## config.mk

```make
export PLATFORM = sky130hd
export DESIGN_NAME = clk_divider_prog
export DESIGN_NICKNAME = d
export VERILOG_FILES = /design/src/rtl/clk_divider_prog.sv
export SDC_FILE = /design/constraint.sdc
export NUM_CORES = 1
export LEC_CHECK = 0
export CORE_ASPECT_RATIO = 0.7
export CORE_UTILIZATION = 40
export DETAILED_ROUTE_END_ITERATION = 8
export GPL_TIMING_DRIVEN = 0
export PLACE_DENSITY = 0.66
export RECOVER_POWER = 25
export SYNTH_ARGS = -nofsm -noshare
export SYNTH_HDL_FRONTEND = slang
export SYNTH_HIERARCHICAL = 1
export SYNTH_SLANG_ARGS = --single-unit
export TNS_END_PERCENT = 5
```

## constraint.sdc

```tcl
create_clock -name clk -period 14.88 [get_ports clk]
set_input_delay 2.232 -clock clk [delete_from_list [all_inputs] [get_ports clk]]
set_output_delay 2.232 -clock clk [all_outputs]
set_load 0.005 [all_outputs]
```

## src/rtl/clk_divider_prog.sv

```systemverilog
// Multi-channel programmable clock divider: each channel emits a clock of period P
// with H cycles high, plus a start-of-period tick. New configs take effect only at period boundaries.
module clk_div_ch #(
  parameter int unsigned      CNT_W = 32,
  parameter logic [CNT_W-1:0] DEF_P = CNT_W'(4),
  parameter logic [CNT_W-1:0] DEF_H = CNT_W'(2)
) (
  input  logic             clk,
  input  logic             rst,
  input  logic             en,
  input  logic             wr,
  input  logic [CNT_W-1:0] wr_period,
  input  logic [CNT_W-1:0] wr_high,
  output logic             pending,
  output logic             clk_div,
  output logic             tick
);
  typedef enum logic {IDLE, RUN} state_t;

  state_t           st;
  logic [CNT_W-1:0] cnt, act_p, act_h, shd_p, shd_h;
  logic             wrap, start;

  assign wrap  = (st == RUN) && (cnt == act_p - 1'b1);
  // A period starts on IDLE->RUN or on a wrap that keeps running.
  assign start = en && ((st == IDLE) || wrap);

  always_ff @(posedge clk or posedge rst) begin
    if (rst) begin
      st      <= IDLE;
      cnt     <= '0;
      act_p   <= DEF_P;
      act_h   <= DEF_H;
      shd_p   <= DEF_P;
      shd_h   <= DEF_H;
      pending <= 1'b0;
      clk_div <= 1'b0;
      tick    <= 1'b0;
    end else begin
      tick <= 1'b0;
      // A write landing on a boundary stays pending; the boundary uses the older shadow.
      if (wr) begin
        shd_p   <= wr_period;
        shd_h   <= wr_high;
        pending <= 1'b1;
      end else if (start) begin
        pending <= 1'b0;
      end
      if (start && pending) begin
        act_p <= shd_p;
        act_h <= shd_h;
      end
      case (st)
        IDLE: begin
          cnt     <= '0;
          clk_div <= 1'b0;
          if (en) begin
            st      <= RUN;
            clk_div <= 1'b1;
            tick    <= 1'b1;
          end
        end
        RUN: begin
          if (wrap) begin
            cnt <= '0;
            if (en) begin
              clk_div <= 1'b1;
              tick    <= 1'b1;
            end else begin
              st      <= IDLE;
              clk_div <= 1'b0;
            end
          end else begin
            cnt <= cnt + 1'b1;
            if (cnt == act_h - 1'b1) clk_div <= 1'b0;
          end
        end
        default: st <= IDLE;
      endcase
    end
  end
endmodule

module clk_divider_prog #(
  parameter int          NUM_CH     = 2,
  parameter int unsigned CNT_W      = 32,
  parameter int unsigned DEF_PERIOD = 400000000,
  parameter int unsigned DEF_HIGH   = 200000000
) (
  input  logic              clk,
  input  logic              rst,
  input  logic [NUM_CH-1:0] en,
  input  logic              cfg_we,
  input  logic [3:0]        cfg_ch,
  input  logic [CNT_W-1:0]  cfg_period,
  input  logic [CNT_W-1:0]  cfg_high,
  output logic              cfg_err,
  output logic [NUM_CH-1:0] pending,
  output logic [NUM_CH-1:0] clk_div,
  output logic [NUM_CH-1:0] tick
);
  localparam logic [CNT_W-1:0] DEF_P = CNT_W'(DEF_PERIOD);
  localparam logic [CNT_W-1:0] DEF_H = CNT_W'(DEF_HIGH);

  logic cfg_ok;

  assign cfg_ok = ({1'b0, cfg_ch} < 5'(NUM_CH)) &&
                  (cfg_period >= CNT_W'(2)) &&
                  (cfg_high != '0) && (cfg_high < cfg_period);

  always_ff @(posedge clk or posedge rst) begin
    if (rst) cfg_err <= 1'b0;
    else     cfg_err <= cfg_we && !cfg_ok;
  end

  for (genvar i = 0; i < NUM_CH; i++) begin : g_ch
    clk_div_ch #(.CNT_W(CNT_W), .DEF_P(DEF_P), .DEF_H(DEF_H)) u_ch (
      .clk      (clk),
      .rst      (rst),
      .en       (en[i]),
      .wr       (cfg_we && cfg_ok && (cfg_ch == 4'(i))),
      .wr_period(cfg_period),
      .wr_high  (cfg_high),
      .pending  (pending[i]),
      .clk_div  (clk_div[i]),
      .tick     (tick[i])
    );
  end
endmodule
```

Yosys cells after proc, flatten, opt, wreduce, memory -nomap -nowiden
Cells that the tools add are included.
{ "totals": {"register_bits": 329, "input_bits": 73, "output_inout_bits": 7, "elab_cells": 81} }
{ "classes": {"addsub": 6, "n_lt_le_gt_ge": 3, "eq_ne": 7, "n_mux": 24, "bitwise_logic": 2, "n_reduce_logical": 20} }
{ "ops": {"columns": ["op", "count"], "rows": [
  ["$eq A32 B32 Y1", 4],
  ["$pmux W32 S2", 2],
  ["$sub A32 B1 Y32 const B", 4],
  ["$add A32 B1 Y32 const B", 2],
  ["$mux W32", 2],
  ["$ge A32 B2 Y1 const B", 1],
  ["$lt A32 B32 Y1", 1],
  ["$reduce_bool A32 Y1", 1],
  ["$mux W1", 14],
  ["$logic_and A1 B1 Y1", 13],
  ["$pmux W1 S2", 6],
  ["$ne A3 B3 Y1 const B", 2],
  ["$eq A4 B1 Y1 const B", 1],
  ["$logic_not A4 Y1", 1],
  ["$lt A4 B2 Y1 const B", 1],
  ["$reduce_bool A2 Y1", 2],
  ["$logic_or A1 B1 Y1", 2],
  ["$not A1 Y1", 2],
  ["$logic_not A1 Y1", 1]
]} }

Longest topological paths before layout
{ "logic_depth": {"ltp_word": 7, "ltp_mapped": 13, "depth_no_buf": 10} }

By module
Netlist, hierarchy kept.
{ "by_module_without_submodules": {"columns": ["mod", "n_inst", "cells_each", "area_each_um2", "seq_area_each_um2"], "rows": [
  ["clk_div_ch", 2, 790, 8844.7, 4164.0],
  ["clk_divider_prog", 1, 139, 987.2, 25.0]
]} }

Worst setup path after synthesis
Ideal clock, no wire load.
{ "synth_timing": {"kind": "input to register", "from": "in cfg_period[27]", "to": "reg g_ch[0].u_ch.shd_h[0]", "setup_time_ns": 0.125, "arrival_time_ns": 4.680, "required_ns": 14.755, "slack_ns": 10.075, "stages": 10, "path_buffers": 2, "cell_sequence": "inv_1 > ha_1 > a21oi_1 > o21ai_0 > o2bb2ai_1 > or3_2 > nor4_1 > clkbuf_1 > clkbuf_1 > mux2_2"} }
{ "synth_between": {"elab_chain_cells": 6, "elab_cells_between_ends": 7, "classes_between": "order compare (2); reduce/logical (5)"} }
{ "synth_lines": {"columns": ["element", "line_no", "source"], "rows": [
  ["start, declared", "95", "input logic [CNT_W-1:0] cfg_period,"],
  ["$ge A32 B2 Y1", "108", "(cfg_period >= CNT_W'(2)) &&"],
  ["$logic_and A1 B1 Y1", "107", "assign cfg_ok = ({1'b0, cfg_ch} < 5'(NUM_CH)) &&"],
  ["$logic_and A1 B1 Y1", "108", null],
  ["$logic_and A1 B1 Y1 (*)", "109", "(cfg_high != '0) && (cfg_high < cfg_period);"],
  ["$logic_and A1 B1 Y1 (*) (2 in a row)", "121", ".wr (cfg_we && cfg_ok && (cfg_ch == 4'(i))),"],
  ["end signal, assigned", "44", "shd_h <= wr_high;"],
  ["end, declared", "21", "logic [CNT_W-1:0] cnt, act_p, act_h, shd_p, shd_h;"]
]} }
Every way passes the cells marked *; elsewhere a longest branch is shown, timed or not.
A chain may end at the register's enable or synchronous reset.

==> impl_metrics.py <==
metrics = {
    "run_status": {
        "status": "complete, but fails checks",
        "failed_checks": "capacitance limit, slew limit",
    },
    "drt": {
        "avgViaCountPerCell": 5.63,
        "drt_iter0_markers": 1239,
        "wl_microns": 50900,
        "first_pass_iters": 6,
        "wl_per_cell_microns": 20.7,
        "drc": 0,
        "postRouteAntennaNets": 0,
        "vias": 13900,
    },
    "placed_design": {
        "dpl.cell_count": 2403,
        "dpl-instance-area_sq_um": 20300,
        "port-buffer-count": 79,
        "pre_cts_ws_ns": 8.11,
        "hpwl_microns": 39300,
        "gp_congestion": 0.954,
    },
    "clocking": {
        "cts_max_path_buffers": 3,
        "cts_tree": "built",
        "cts-resized-gates": 0,
        "cts_hold_buf": 0,
        "clock_sinks": 329,
        "numCtsBuffers": 35,
        "clk_latency_ns": 0.52,
        "clockRootBuffer": "clkbuf_16",
        "clk_pin_slew_ns": 0.07,
        "post_cts_buffers": 0,
        "htreeDepth": 2,
    },
    "logic_synthesis": {
        "synth-simple-area-share_pct": 15.4,
        "synth_xor_xnor_area_share_pct": 10.2,
        "synth_fa_ha_area_share_pct": 2.48,
        "async_flop_share_pct": 100,
        "synth_cell_type_count": 74,
        "synth_top_family_by_area": "multiplexers",
        "synthMuxAreaShare_pct": 16.7,
        "avgSynthCellArea_sq_um": 10.9,
        "syn_inst": 1719,
        "synth_nets": 1829,
        "yosysWarnings": 6,
        "synth_compound_area_share_pct": 6.71,
        "synth_edf_count": 0,
        "synth-seq-area-share_pct": 44.7,
        "ys.flop_type": "dfrtp_1",
        "syn-cell-area_sq_um": 18700,
        "ys_ff_latch": 329,
    },
    "hold_path": {
        "hold_class": "flip-flop to flip-flop",
        "hold-path-cell-count": 1,
    },
    "setup_path": {
        "worst-path-max-fanout": 104,
        "crit_type": "input pin to asynchronous set/reset pin",
        "critPathLaunchType": "input pin",
        "critPathCaptureType": "asynchronous set/reset pin",
        "cp_data_required_time_ns": 14.21,
        "r2r_cells": 13,
        "crit_arrival_ns": 8.38,
    },
    "power_and_ir_drop": {
        "p_int_mw": 1.55,
        "switching_share_pct": 21.9,
        "irDropWorstVdd_uv": 69.0,
        "power_density_nw_per_um2": 92.4,
        "power_frac_comb_pct": 4.8,
        "p_clk_share_pct": 48.1,
        "seqPwrFrac_pct": 47.1,
        "switchingPower_mw": 0.436,
        "power_mw": 1.99,
        "leakage_nw": 9.95,
    },
    "timing": {
        "worst_slack_ns": 5.83,
        "relSlewSlack_pct": -258,
        "slew_viol_final": 334,
        "fin_skew_ns": 0.0128,
        "final.setup.tns_ns": 0,
        "rsz0062_at_grt": "false",
        "setup_viol": 0,
        "whs_ns": 0.473,
        "timing.fmax_ghz": 0.111,
        "final.min_clock_period_ns": 9.05,
        "hold_violations": 0,
        "worst_pin_slew_ns": 5.37,
        "period_share_pct": 60.8,
    },
    "layout": {
        "finish.instance_area_sq_um": 21500,
        "fin_util_pct": 47.2,
        "final_cells": 2466,
        "nets": 1947,
        "multiInputGateArea_sq_um": 9620,
        "drive_gt1_share_pct": 19.1,
        "fill_cells": 4183,
        "syn2layout_area_growth_pct": 15.1,
        "regArea_sq_um": 8350,
        "layout_common_cells": "dfrtp_1 (233), mux2_2 (138), nor2_1 (137), xnor2_1 (120), mux2_1 (120)",
        "layout_commonest_cell": "dfrtp_1",
        "antenna_cells": 0,
    },
    "die": {
        "floorplan.initialDensity_pct": 41.0,
        "fp.dieW_microns": 260,
        "dieArea_sq_um": 47600,
        "die_y_microns": 183,
        "coreArea_sq_um": 45500,
        "std_cell_rows": 65,
        "io_pins": 80,
    },
    "grt": {
        "grt_pass1_vias": 13500,
        "grt_pass1_wl_microns": 79400,
        "grt_usage_pct": 21.8,
        "grt-ovfl-total": 0,
        "grt_max_degree": 105,
        "antenna_found_initial": 0,
    },
    "flow_run": {
        "max_cap_violations": 4,
    },
}
-- cell type report --
cell class,instances,area share [%]
timing repair buffer,81,3.71
multi-input combinational,1227,44.7
tap,603,3.51
inverter,69,1.22
sequential,329,38.9
clock inverter,15,1.00
clock buffer,48,4.88
buffer,94,2.08
-- metal layers --
metal	GRT usage (%)	share of wire [%]
met4	4.05	1.4
met5	0	0
met1	33.7	50
met2	28.8	38
met3	7.48	11
-- final timing paths --
kind	start	to	slack, ns
hold reg to reg	g_ch[0].u_ch/shd_h[18]	g_ch[0].u_ch/act_h[18]	0.47
setup reg to reg	g_ch[1].u_ch/act_p[0]	g_ch[1].u_ch/cnt[24]	10.15
min in group asynchronous	rst	cfg_err	2.06
hold / removal	g_ch[0].u_ch/shd_h[18]	g_ch[0].u_ch/act_h[18]	0.47
setup / recovery	rst	g_ch[1].u_ch/act_h[1]	5.83
max in group clk	cfg_period[13]	g_ch[1].u_ch/shd_h[0]	8.35
-- worst max-delay path: stages --
cell	delay (ns)
dlygate4sd3_1	0.60
clkinvlp_2	1.55
clkbuf_1	3.82
-- power groups by stage --
stage          clock network (mW)  registers [mW]  logic [mW]
2_1_floorplan                   0           0.946      0.0481
3_3_place_gp                    0           0.950      0.0926
3_5_place_dp                    0           0.951      0.0983
4_1_cts                     0.979           0.936      0.0990
5_1_grt                      1.02           0.938       0.106
6_report                    0.954           0.935      0.0962
-- state kept, by name, indices dropped and copies added, names as in the netlist --
register / cells
cfg_err: 1
g_ch.u_ch/act_h: 64
g_ch.u_ch/act_p: 64
g_ch.u_ch/clk_div: 2
g_ch.u_ch/cnt: 64
g_ch.u_ch/pending: 2
g_ch.u_ch/shd_h: 64
g_ch.u_ch/shd_p: 64
g_ch.u_ch/st: 2
g_ch.u_ch/tick: 2
-- Yosys cell counts, types with 9 or more instances --
master / n / area (sq um)
buf_2: 10 / 50.1
mux2_1: 120 / 1350
and4_1: 9 / 78.8
nand2_1: 64 / 240
a21oi_1: 30 / 150
dfstp_2: 96 / 2520
mux2i_1: 16 / 160
o211ai_1: 9 / 67.6
buf_6: 10 / 113
nor3_1: 42 / 210
and2_1: 10 / 62.6
a21o_1: 9 / 67.6
mux2_2: 138 / 1550
inv_1: 69 / 259
nand2b_1: 15 / 93.8
and3_1: 18 / 113
nor2_1: 137 / 514
dfrtp_1: 233 / 5830
ha_1: 37 / 463
o21ai_0: 32 / 160
nor4_1: 51 / 319
nand4_1: 43 / 269
xnor2_1: 120 / 1050
or4_1: 26 / 195
xor2_1: 98 / 858
clkbuf_1: 68 / 255
nand3_1: 50 / 250
-- cell families (layout without fill, tap and decap cells) --
logic type / Yosys count / count (layout)
AOI/OAI and AO/OA: 171 / 171
xor gates and xnor gates: 218 / 218
adders and majority gates: 37 / 37
buffers and inverters: 163 / 307
DFF: 329 / 329
muxes: 276 / 276
and+or+nand+nor: 525 / 525
Note: power is estimated with default switching activity, not from simulation.
